===== src/rtl/lc3_writeback.sv =====
// LC3 writeback stage: selects the ALU, memory or PC result, writes it into the
// general register file, updates the NZP condition code and serves two read ports.
module lc3_writeback #(
  parameter int                 DATA_W      = 16,
  parameter int                 NUM_REGS    = 8,
  parameter logic [DATA_W-1:0]  REG_RST_VAL = 16'h0000
) (
  input  logic                        clock,
  input  logic                        reset,
  input  logic                        enable_writeback,
  input  logic [1:0]                  W_Control,
  input  logic [DATA_W-1:0]           aluout,
  input  logic [DATA_W-1:0]           memout,
  input  logic [DATA_W-1:0]           pcout,
  input  logic [$clog2(NUM_REGS)-1:0] dr,
  input  logic [$clog2(NUM_REGS)-1:0] sr1,
  input  logic [$clog2(NUM_REGS)-1:0] sr2,
  output logic                        enableWB_status,
  output logic [2:0]                  psr,
  output logic [DATA_W-1:0]           VSR1,
  output logic [DATA_W-1:0]           VSR2
);

  localparam logic [1:0] SEL_ALU = 2'b00;
  localparam logic [1:0] SEL_MEM = 2'b01;
  localparam logic [1:0] SEL_PC  = 2'b10;
  localparam logic [1:0] SEL_RSV = 2'b11;

  logic [DATA_W-1:0] r_regs [NUM_REGS];
  logic [2:0]        r_psr;
  logic              r_enable_wb_status;

  logic [DATA_W-1:0] w_wb_data;
  logic              w_wr_valid;

  // Condition code of a result: negative wins, then zero, otherwise positive.
  function automatic logic [2:0] f_nzp(input logic [DATA_W-1:0] data);
    logic [2:0] nzp;
    if (data[DATA_W-1]) begin
      nzp = 3'b100;
    end else if (data == {DATA_W{1'b0}}) begin
      nzp = 3'b010;
    end else begin
      nzp = 3'b001;
    end
    return nzp;
  endfunction

  // Result source mux and write qualification; the reserved encoding never writes.
  always_comb begin
    w_wb_data  = aluout;
    w_wr_valid = 1'b0;
    case (W_Control)
      SEL_ALU: begin
        w_wb_data  = aluout;
        w_wr_valid = enable_writeback;
      end
      SEL_MEM: begin
        w_wb_data  = memout;
        w_wr_valid = enable_writeback;
      end
      SEL_PC: begin
        w_wb_data  = pcout;
        w_wr_valid = enable_writeback;
      end
      SEL_RSV: begin
        w_wb_data  = aluout;
        w_wr_valid = 1'b0;
      end
      default: begin
        w_wb_data  = aluout;
        w_wr_valid = 1'b0;
      end
    endcase
  end

  // Register file, condition code and status update; reset drops any concurrent write.
  always_ff @(posedge clock) begin
    if (reset) begin
      for (int i = 0; i < NUM_REGS; i++) begin
        r_regs[i] <= REG_RST_VAL;
      end
      r_psr              <= 3'b000;
      r_enable_wb_status <= 1'b0;
    end else begin
      r_enable_wb_status <= enable_writeback;
      if (w_wr_valid) begin
        r_regs[dr] <= w_wb_data;
        r_psr      <= f_nzp(w_wb_data);
      end
    end
  end

  // Reads come straight from the array: a same-cycle write is visible only after the edge.
  assign VSR1            = r_regs[sr1];
  assign VSR2            = r_regs[sr2];
  assign psr             = r_psr;
  assign enableWB_status = r_enable_wb_status;

endmodule

===== config.mk =====
export PLATFORM = sky130hd
export DESIGN_NAME = lc3_writeback
export DESIGN_NICKNAME = d
export VERILOG_FILES = /design/src/rtl/lc3_writeback.sv
export SDC_FILE = /design/constraint.sdc
export NUM_CORES = 1
export LEC_CHECK = 0
export CAP_MARGIN = 40
export CORE_MARGIN = 4
export CORE_UTILIZATION = 44
export CTS_CLUSTER_SIZE = 24
export DETAILED_ROUTE_END_ITERATION = 8
export PLACE_DENSITY = 0.67
export SETUP_SLACK_MARGIN = 0.15
export SLEW_MARGIN = 20
export SYNTH_ARGS = -nofsm -noshare
export SYNTH_HDL_FRONTEND = slang
export SYNTH_SLANG_ARGS = --single-unit

===== constraint.sdc =====
create_clock -name clock -period 8.6 [get_ports clock]
set_input_delay 2.15 -clock clock [delete_from_list [all_inputs] [get_ports clock]]
set_output_delay 2.15 -clock clock [all_outputs]
set_load 0.02 [all_outputs]

==> impl_metrics.env, run 1 <==
export IMPL_hold_slack_ns=0.4763
export IMPL_die_area_mm2=0.01789
export IMPL_wire_per_inst_um=22.66
export IMPL_worstReg2RegStart="psr[0]"
export IMPL_cp_slowest_cell="buf_2"
export IMPL_fmax_mhz=150.1
export IMPL_path_class="input port to output port"
export IMPL_synth_edf_count=128
export IMPL_path_max_fanout=21
export IMPL_yosysWarningCount=0
export IMPL_drc=0
export IMPL_worstPathCellList="buf_2, buf_4, mux4_2, mux2_2, clkdlybuf4s50_1"
export IMPL_nFillCells=1182
export IMPL_powerDensity_mw_per_mm2=203.6
export IMPL_synth_seq_area_share=0.5639
export IMPL_clk_latency_ns=0.41
export IMPL_synth_flop_cell="edfxtp_1"
export IMPL_ff2ff_setup_slack_ns=7.96
export IMPL_hold_path_startpoint="psr[1]"
export IMPL_drt_iter0_drc=366
export IMPL_synth_ff_latch_count=132
export IMPL_crit_path_end_kind="output port"
export IMPL_drt_vias_per_instance=5.739
export IMPL_io_pin_count=98
export IMPL_drt_pass1_iterations=5
export IMPL_syn_inst=467
export IMPL_final_layout_size_suffix_gt1_frac=0.3012
export IMPL_grt_pass1_vias=4878
export IMPL_r2r_cells=1
export IMPL_gp_congestion=0.7819
export IMPL_leakagePower_nw=2.980
export IMPL_grt_pass1_wl_um=27490
export IMPL_synth_area_top_cells="edfxtp_1 (55%), mux4_2 (21%), nor2_1 (7.1%)"
export IMPL_syn2layout_area_growth_pct=27.57
export IMPL_cp_num_buf_inv=3
export IMPL_multi_input_area_mm2=0.002835
export IMPL_hp_class="flop to flop"
export IMPL_rows=45
export IMPL_min_period_ns=6.663
export IMPL_wirelength_um=17950
export IMPL_worst_slew_pin_slew_ns=0.8677
export IMPL_syn_cell_area_mm2=0.006958
export IMPL_r2r_end="psr[0]"
export IMPL_async_flop_share=0
export IMPL_layout_cells_most_common_list="nor2_1 (132), edfxtp_1 (128), clkdlybuf4s50_1 (95)"
export IMPL_vias=4545
export IMPL_worst_endpoint_required_ns=6.45
export IMPL_slew_headroom=0.4201
export IMPL_finalSetupViolCount=0
export IMPL_cts_inserted_buffers=17
export IMPL_tns_ns=0
export IMPL_layout_commonest_cell="nor2_1"
export IMPL_synth_cell_types=28
export IMPL_startpoint_type="input port"
export IMPL_clock_path_buffers=2
export IMPL_critPathTopFamily="buffers and inverters"
export IMPL_min_period_over_period=0.7747
export IMPL_ctsResizeCount=0
export IMPL_grt_overflow_total=0
export IMPL_yosysTopAreaCellShare=0.5524
export IMPL_synth_top_area_cell="edfxtp_1"
export IMPL_ff_latch_area_mm2=0.003924
export IMPL_die_w_um=133.8
export IMPL_port_buffers=97
export IMPL_hold_violations=0
export IMPL_vdd_drop_max_mv=0.1525
export IMPL_grt_max_degree=33
export IMPL_cts_tree="yes"
export IMPL_clk_pin_slew_ns=0.06
export IMPL_slowest_delay_ns=0.58
export IMPL_ant_nets=0
export IMPL_clock_sinks=132
export IMPL_diodes=0
export IMPL_ctsHtreeMaxLevel=4
export IMPL_whs_path_depth=2
export IMPL_die_y_um=133.8
export IMPL_grt_antenna_before_repair=0
export IMPL_core_mm2=0.01537
export IMPL_crit_arrival_ns=4.51
export IMPL_clock_tree_root_cell="clkbuf_16"
export IMPL_start_util=0.4527
export IMPL_ctsHoldBuffers=0
export IMPL_maxSlewViolCount=0
export IMPL_final_nets=633
export IMPL_min_to="psr[1]"
export IMPL_post_cts_setup_buffers=0
export IMPL_syn_avg_cell_area_um2=14.90
export IMPL_grtUsageTotal=0.2083
export IMPL_status="completed"
export IMPL_synthesis_nets=532
export IMPL_hpwlAfterDp_um=12380
export IMPL_rsz0062_at_grt="false"
export IMPL_finClkSkew_ns=0
export IMPL_max_cap_violations=0
area by class of cell:
cell class,instances,area share
Clock inverter,13,0.01973
Tap cell,211,0.02974
Sequential cell,132,0.4421
Clock buffer,19,0.04990
Inverter,3,0.001269
Timing Repair Buffer,118,0.1379
Multi-Input combinational cell,296,0.3194
worst max path at each step:
stage | to | cells after the start | startpoint | slack (ns)
2_1_floorplan | VSR1[0] | 4 | sr1[0] | 2.94
3_3_place_gp | VSR1[13] | 5 | sr1[0] | 1.87
3_5_place_dp | VSR1[13] | 5 | sr1[0] | 1.87
4_1_cts | VSR1[13] | 5 | sr1[0] | 1.87
5_1_grt | VSR1[13] | 5 | sr1[0] | 1.77
6_report | VSR1[13] | 5 | sr1[0] | 1.94
kinds of logic after synthesis:
family | after synthesis | synth area share
AOI/OAI and AO/OA | 35 | 0.04819
adders and majority gates | 3 | 0.005395
buffers and inverters | 39 | 0.02859
DFF | 132 | 0.5639
muxes | 96 | 0.2589
and+or+nand+nor | 162 | 0.09495
synthesized netlist by cell type (3+ instances only):
library cell,instances
clkbuf_1,21
nor2b_1,4
buf_6,5
a221o_1,8
o21ai_2,14
nand2b_1,9
buf_2,6
mux2_2,32
nand4_1,4
mux4_2,64
dfxtp_1,4
a221o_2,8
nor2_1,132
edfxtp_1,128
nand2_1,8
ha_1,3
power by group:
group | switching (mW) | internal [mW] | total, mW
Combinational | 0.145 | 0.155 | 0.300
Clock | 0.274 | 0.468 | 0.743
Sequential | 0.0189 | 0.745 | 0.764
per-stage QoR:
stage	power, mW	std cells	worst slack, ns	cell area [um2]	utilization
5_1_grt	1.866	792	1.773	8876	0.5775
3_3_place_gp	1.064	744	1.874	8033	0.5226
2_1_floorplan	0.9503	467	2.939	6958	-
6_report	1.807	792	1.937	8876	0.5775
4_1_cts	1.815	789	1.871	8835	0.5748
3_5_place_dp	1.078	757	1.869	8217	0.5346
routing by layer:
metal  up-vias  track usage  share of wire
met5         -            0              0
met1      2265       0.2583           0.39
li1       2023            -              -
met4         0      0.06743          0.018
met2       230       0.3613           0.51
met3        27      0.04947          0.081
flip-flops by register name (all words and copies together) (netlist names):
name	count
r_regs	128
psr	3
enableWB_status	1
tightest hold or removal path: cells and delay by family, from the launching register on:
| kind | cells | cell delay [ns] |
|---|---|---|
| DFF | 1 | 0.33 |
| AOI/OAI and AO/OA | 1 | 0.06 |
| and+or+nand+nor | 1 | 0.05 |
Note: power is estimated with default switching activity, not from simulation.
==> run 2: changes to the inputs <==
PLACE_DENSITY = 0.69   (was 0.67)
clock period = 6.1 ns   (was 8.6 ns; I/O delays follow)
==> run 2 against run 1 <==
Compared with the run above:
- setup slack worse by 1.0 ns
- sequential cell count stayed put
- power is 35% higher
- final cell count is 0.25% higher
- sequential share of layout area is 0.38 points higher
- largest cell class unchanged
==> impl_metrics.env, run 2 (synthesis gave the netlist of run 1 again) <==
export IMPL_worstPathCellList="clkdlybuf4s50_1, buf_4, mux4_2, mux2_2, clkdlybuf4s50_1"
export IMPL_min_to="psr[0]"
export IMPL_grt_max_degree=33
export IMPL_worst_endpoint_required_ns=4.58
export IMPL_cp_slowest_cell="clkdlybuf4s50_1"
export IMPL_grt_pass1_vias=4876
export IMPL_syn2layout_area_growth_pct=26.47
export IMPL_clk_pin_slew_ns=0.06
export IMPL_hold_path_startpoint="psr[0]"
export IMPL_die_y_um=133.8
export IMPL_max_cap_violations=0
export IMPL_grtUsageTotal=0.2067
export IMPL_startpoint_type="input port"
export IMPL_die_area_mm2=0.01789
export IMPL_layout_commonest_cell="nor2_1"
export IMPL_min_period_ns=5.178
export IMPL_layout_cells_most_common_list="nor2_1 (132), edfxtp_1 (128), clkdlybuf4s50_1 (95)"
export IMPL_powerDensity_mw_per_mm2=277.6
export IMPL_wire_per_inst_um=22.44
export IMPL_regMostFlops="r_regs"
export IMPL_leakagePower_nw=2.937
export IMPL_diodes=0
export IMPL_slowest_delay_ns=0.54
export IMPL_min_period_over_period=0.8488
export IMPL_crit_path_frequent_cell="clkdlybuf4s50_1"
export IMPL_whs_path_depth=1
export IMPL_clock_sinks=132
export IMPL_gp_congestion=0.7151
export IMPL_ctsHoldBuffers=0
export IMPL_rsz0062_at_grt="false"
export IMPL_path_max_fanout=32
export IMPL_path_class="input port to output port"
export IMPL_final_nets=635
export IMPL_drc=0
export IMPL_r2r_cells=1
export IMPL_crit_arrival_ns=3.65
export IMPL_core_mm2=0.01537
export IMPL_ant_nets=0
export IMPL_vias=4596
export IMPL_dpl_cell_count=757
export IMPL_r2r_end="psr[0]"
export IMPL_cts_tree="yes"
export IMPL_drt_vias_per_instance=5.788
export IMPL_drt_pass1_iterations=5
export IMPL_status="completed"
export IMPL_die_w_um=133.8
export IMPL_finish_utilization=0.5725
export IMPL_ctsResizeCount=0
export IMPL_vdd_drop_max_mv=0.2148
export IMPL_port_buffers=97
export IMPL_clk_latency_ns=0.42
export IMPL_grt_overflow_total=0
export IMPL_start_util=0.4527
export IMPL_cts_inserted_buffers=17
export IMPL_clock_path_buffers=2
export IMPL_largest_reg_flops=128
export IMPL_io_pin_count=98
export IMPL_worstReg2RegStart="psr[0]"
export IMPL_grt_antenna_before_repair=0
export IMPL_crit_path_end_kind="output port"
export IMPL_hp_class="flop to flop"
export IMPL_worst_slew_pin_slew_ns=0.7401
export IMPL_fin_cells=794
export IMPL_wirelength_um=17820
export IMPL_final_layout_size_suffix_gt1_frac=0.3036
export IMPL_grt_pass1_wl_um=27620
export IMPL_clock_tree_root_cell="clkbuf_16"
export IMPL_finalSetupViolCount=0
export IMPL_hpwlAfterDp_um=11470
export IMPL_tns_ns=0
export IMPL_ff2ff_setup_slack_ns=5.47
export IMPL_ctsHtreeMaxLevel=4
export IMPL_slew_headroom=0.5066
export IMPL_drt_iter0_drc=452
export IMPL_hold_violations=0
export IMPL_fmax_mhz=193.1
export IMPL_finClkSkew_ns=0
export IMPL_rows=45
export IMPL_post_cts_setup_buffers=0
export IMPL_maxSlewViolCount=0
[run 2: area by class of cell]
cell class | count | area [um2]
clock buffers | 19 | 442.9
clock inverters | 13 | 111.4
fillers | 1204 | 6571
inverters | 3 | 11.26
multi-input cells | 296 | 2835
flip-flops and latches | 132 | 3924
well taps | 211 | 264.0
repair buffers | 120 | 1211
[run 2: per-layer routing]
layer | vias up | wire (um) | part of all wire | GRT usage
met5 | - | 0 | 0 | 0
met4 | 0 | 250 | 0.014 | 0.07029
met3 | 22 | 1597 | 0.090 | 0.05060
met2 | 242 | 9277 | 0.52 | 0.3532
met1 | 2300 | 6693 | 0.38 | 0.2585
li1 | 2032 | - | - | -
[run 2: worst max-delay path: cells and delay by family]
kind	cells	cell delay, ns
buf+inv	3	1.41
mux	2	0.70
[run 2: worst max-delay path by stage]
| stage | start | endpoint | slack (ns) | depth (start not counted) |
|---|---|---|---|---|
| 2_1_floorplan | sr1[0] | VSR1[0] | 1.69 | 4 |
| 3_3_place_gp | sr1[1] | VSR1[15] | 0.93 | 5 |
| 3_5_place_dp | sr2[1] | VSR2[15] | 0.94 | 5 |
| 4_1_cts | sr2[1] | VSR2[11] | 0.92 | 5 |
| 5_1_grt | sr1[1] | VSR1[4] | 0.89 | 5 |
| 6_report | sr2[1] | VSR2[15] | 0.92 | 5 |
[run 2: report_power, final]
| group | switching [mW] | total (mW) | internal (mW) | leakage, nW |
|---|---|---|---|---|
| Combinational | 0.203 | 0.419 | 0.217 | 1.43 |
| Clock | 0.380 | 0.946 | 0.566 | 0.253 |
| Sequential | 0.0270 | 1.08 | 1.05 | 1.26 |
| Total | 0.609 | 2.44 | 1.83 | 2.94 |
[run 2: stage by stage]
step	total power [mW]	setup slack, ns	hold WS [ns]	instance area [um2]
after CTS	2.447	0.9214	0.4765	8728
after detailed placement	1.516	0.9376	0.4594	8174
after global placement	1.504	0.9276	0.4407	8133
after floorplan	1.340	1.689	0.5335	6958
after global routing	2.520	0.8909	0.5089	8800
final	2.443	0.9224	0.4695	8800
==> run 3: changes to the inputs <==
PLACE_DENSITY = 0.67   (was 0.69)
clock period = 5.27 ns   (was 6.1 ns; I/O delays follow)
==> run 3 against run 2 <==
Compared with the run above:
- count of clock-buffer cells in the layout increased by 2
- sequential power increased by 16%
- global-route usage increased by 0.080 points
- die area unchanged
- via count increased by 0.94%
- register-to-register slack got worse by 0.84 ns
- power increased by 18%
==> impl_metrics.env, run 3 (synthesis gave the netlist of run 1 again) <==
export IMPL_drt_pass1_iterations=5
export IMPL_ctsHoldBuffers=0
export IMPL_clk_latency_ns=0.42
export IMPL_die_y_um=133.8
export IMPL_grtUsageTotal=0.2075
export IMPL_die_area_mm2=0.01789
export IMPL_port_buffers=97
export IMPL_drt_vias_per_instance=5.813
export IMPL_io_pin_count=98
export IMPL_grt_pass1_vias=4867
export IMPL_largest_reg_flops=128
export IMPL_startpoint_type="input port"
export IMPL_powerDensity_mw_per_mm2=325.2
export IMPL_hp_class="flop to flop"
export IMPL_grt_max_degree=33
export IMPL_start_util=0.4527
export IMPL_rows=45
export IMPL_wirelength_um=17950
export IMPL_fmax_mhz=217.0
export IMPL_syn2layout_area_growth_pct=26.92
export IMPL_crit_path_end_kind="output port"
export IMPL_diodes=0
export IMPL_drt_iter0_drc=416
export IMPL_placed_area_mm2=0.008248
export IMPL_fin_area_mm2=0.008831
export IMPL_hold_violations=0
export IMPL_final_layout_size_suffix_gt1_frac=0.3101
export IMPL_layout_cells_most_common_list="nor2_1 (132), edfxtp_1 (128), clkdlybuf4s50_1 (95)"
export IMPL_finalSetupViolCount=0
export IMPL_slew_headroom=0.6078
export IMPL_finClkSkew_ns=0
export IMPL_clock_sinks=132
export IMPL_clock_tree_root_cell="clkbuf_16"
export IMPL_die_w_um=133.8
export IMPL_ff2ff_setup_slack_ns=4.63
export IMPL_vias=4639
export IMPL_worst_endpoint_required_ns=3.95
export IMPL_wire_per_inst_um=22.49
export IMPL_whs_path_depth=1
export IMPL_clock_path_buffers=2
export IMPL_max_cap_violations=0
export IMPL_core_mm2=0.01537
export IMPL_gp_congestion=0.7588
export IMPL_nFillCells=1214
export IMPL_layout_commonest_cell="nor2_1"
export IMPL_tns_ns=0
export IMPL_worst_slew_pin_slew_ns=0.5882
export IMPL_ctsResizeCount=0
export IMPL_r2r_cells=1
export IMPL_drc=0
export IMPL_grt_antenna_before_repair=0
export IMPL_rsz0062_at_grt="false"
export IMPL_path_class="input port to output port"
export IMPL_grt_pass1_wl_um=27770
export IMPL_min_period_ns=4.609
export IMPL_status="completed"
export IMPL_clk_pin_slew_ns=0.06
export IMPL_hold_path_startpoint="psr[0]"
export IMPL_path_max_fanout=32
export IMPL_crit_arrival_ns=3.29
export IMPL_regMostFlops="r_regs"
export IMPL_final_nets=639
export IMPL_leakagePower_nw=2.959
export IMPL_maxSlewViolCount=0
export IMPL_cts_tree="yes"
export IMPL_ant_nets=0
export IMPL_min_period_over_period=0.8746
export IMPL_r2r_end="psr[0]"
export IMPL_post_cts_setup_buffers=0
export IMPL_cts_inserted_buffers=17
export IMPL_worstReg2RegStart="psr[0]"
export IMPL_vdd_drop_max_mv=0.2550
export IMPL_ctsHtreeMaxLevel=4
export IMPL_min_to="psr[0]"
export IMPL_hpwlAfterDp_um=11710
export IMPL_grt_overflow_total=0
run 3: cell types whose count changed in the layout (fill, tap and decap cells not counted), sizes merged:
cell      before  now
buf           25   29
clkbuf        19   21
clkinv         5    4
clkinvlp       7    6
run 3: worst max-delay path: stages:
cell             delay (ns)
clkdlybuf4s50_1        0.51
buf_12                 0.24
mux4_2                 0.34
mux2_2                 0.32
clkdlybuf4s50_1        0.55
run 3: worst max-delay path by stage:
stage / depth (start not counted) / startpoint / endpoint
after floorplan: 4 / sr1[0] / VSR1[0]
after global routing: 5 / sr1[1] / VSR1[11]
final: 5 / sr1[1] / VSR1[11]
after CTS: 5 / sr1[1] / VSR1[11]
after detailed placement: 5 / sr1[1] / VSR1[4]
after global placement: 5 / sr2[1] / VSR2[4]
run 3: metal layers:
metal / global-route usage / part of all wire / up-vias
met1: 0.2643 / 0.40 / 2371
met2: 0.3588 / 0.52 / 209
met5: 0 / 0 / -
li1: - / - / 2034
met3: 0.04381 / 0.066 / 25
met4: 0.06171 / 0.016 / 0
run 3: per-stage QoR:
stage	cells	total power [mW]	utilization	hold slack (ns)	setup WS, ns
after floorplan	467	1.551	-	0.5335	1.274
after global placement	766	1.748	0.5366	0.4647	0.7085
after detailed placement	766	1.761	0.5366	0.4603	0.6992
after CTS	798	2.883	0.5745	0.4905	0.6617
after global routing	798	2.962	0.5745	0.5173	0.6409
final	798	2.872	0.5745	0.4858	0.6610
run 3: layout make-up:
| class | instances | area (um2) | share of cell area |
|---|---|---|---|
| sequential | 132 | 3924 | 0.4443 |
| tap | 211 | 264.0 | 0.02990 |
| clock inverter | 11 | 102.6 | 0.01162 |
| timing repair buffer | 124 | 1214 | 0.1374 |
| inverter | 3 | 11.26 | 0.001275 |
| clock buffer | 21 | 480.5 | 0.05441 |
| multi-input combinational | 296 | 2835 | 0.3211 |
run 3: power breakdown:
group	switching (mW)	internal [mW]	leakage, nW
logic	0.236	0.253	1.43
clock network	0.438	0.697	0.269
registers	0.0313	1.22	1.26
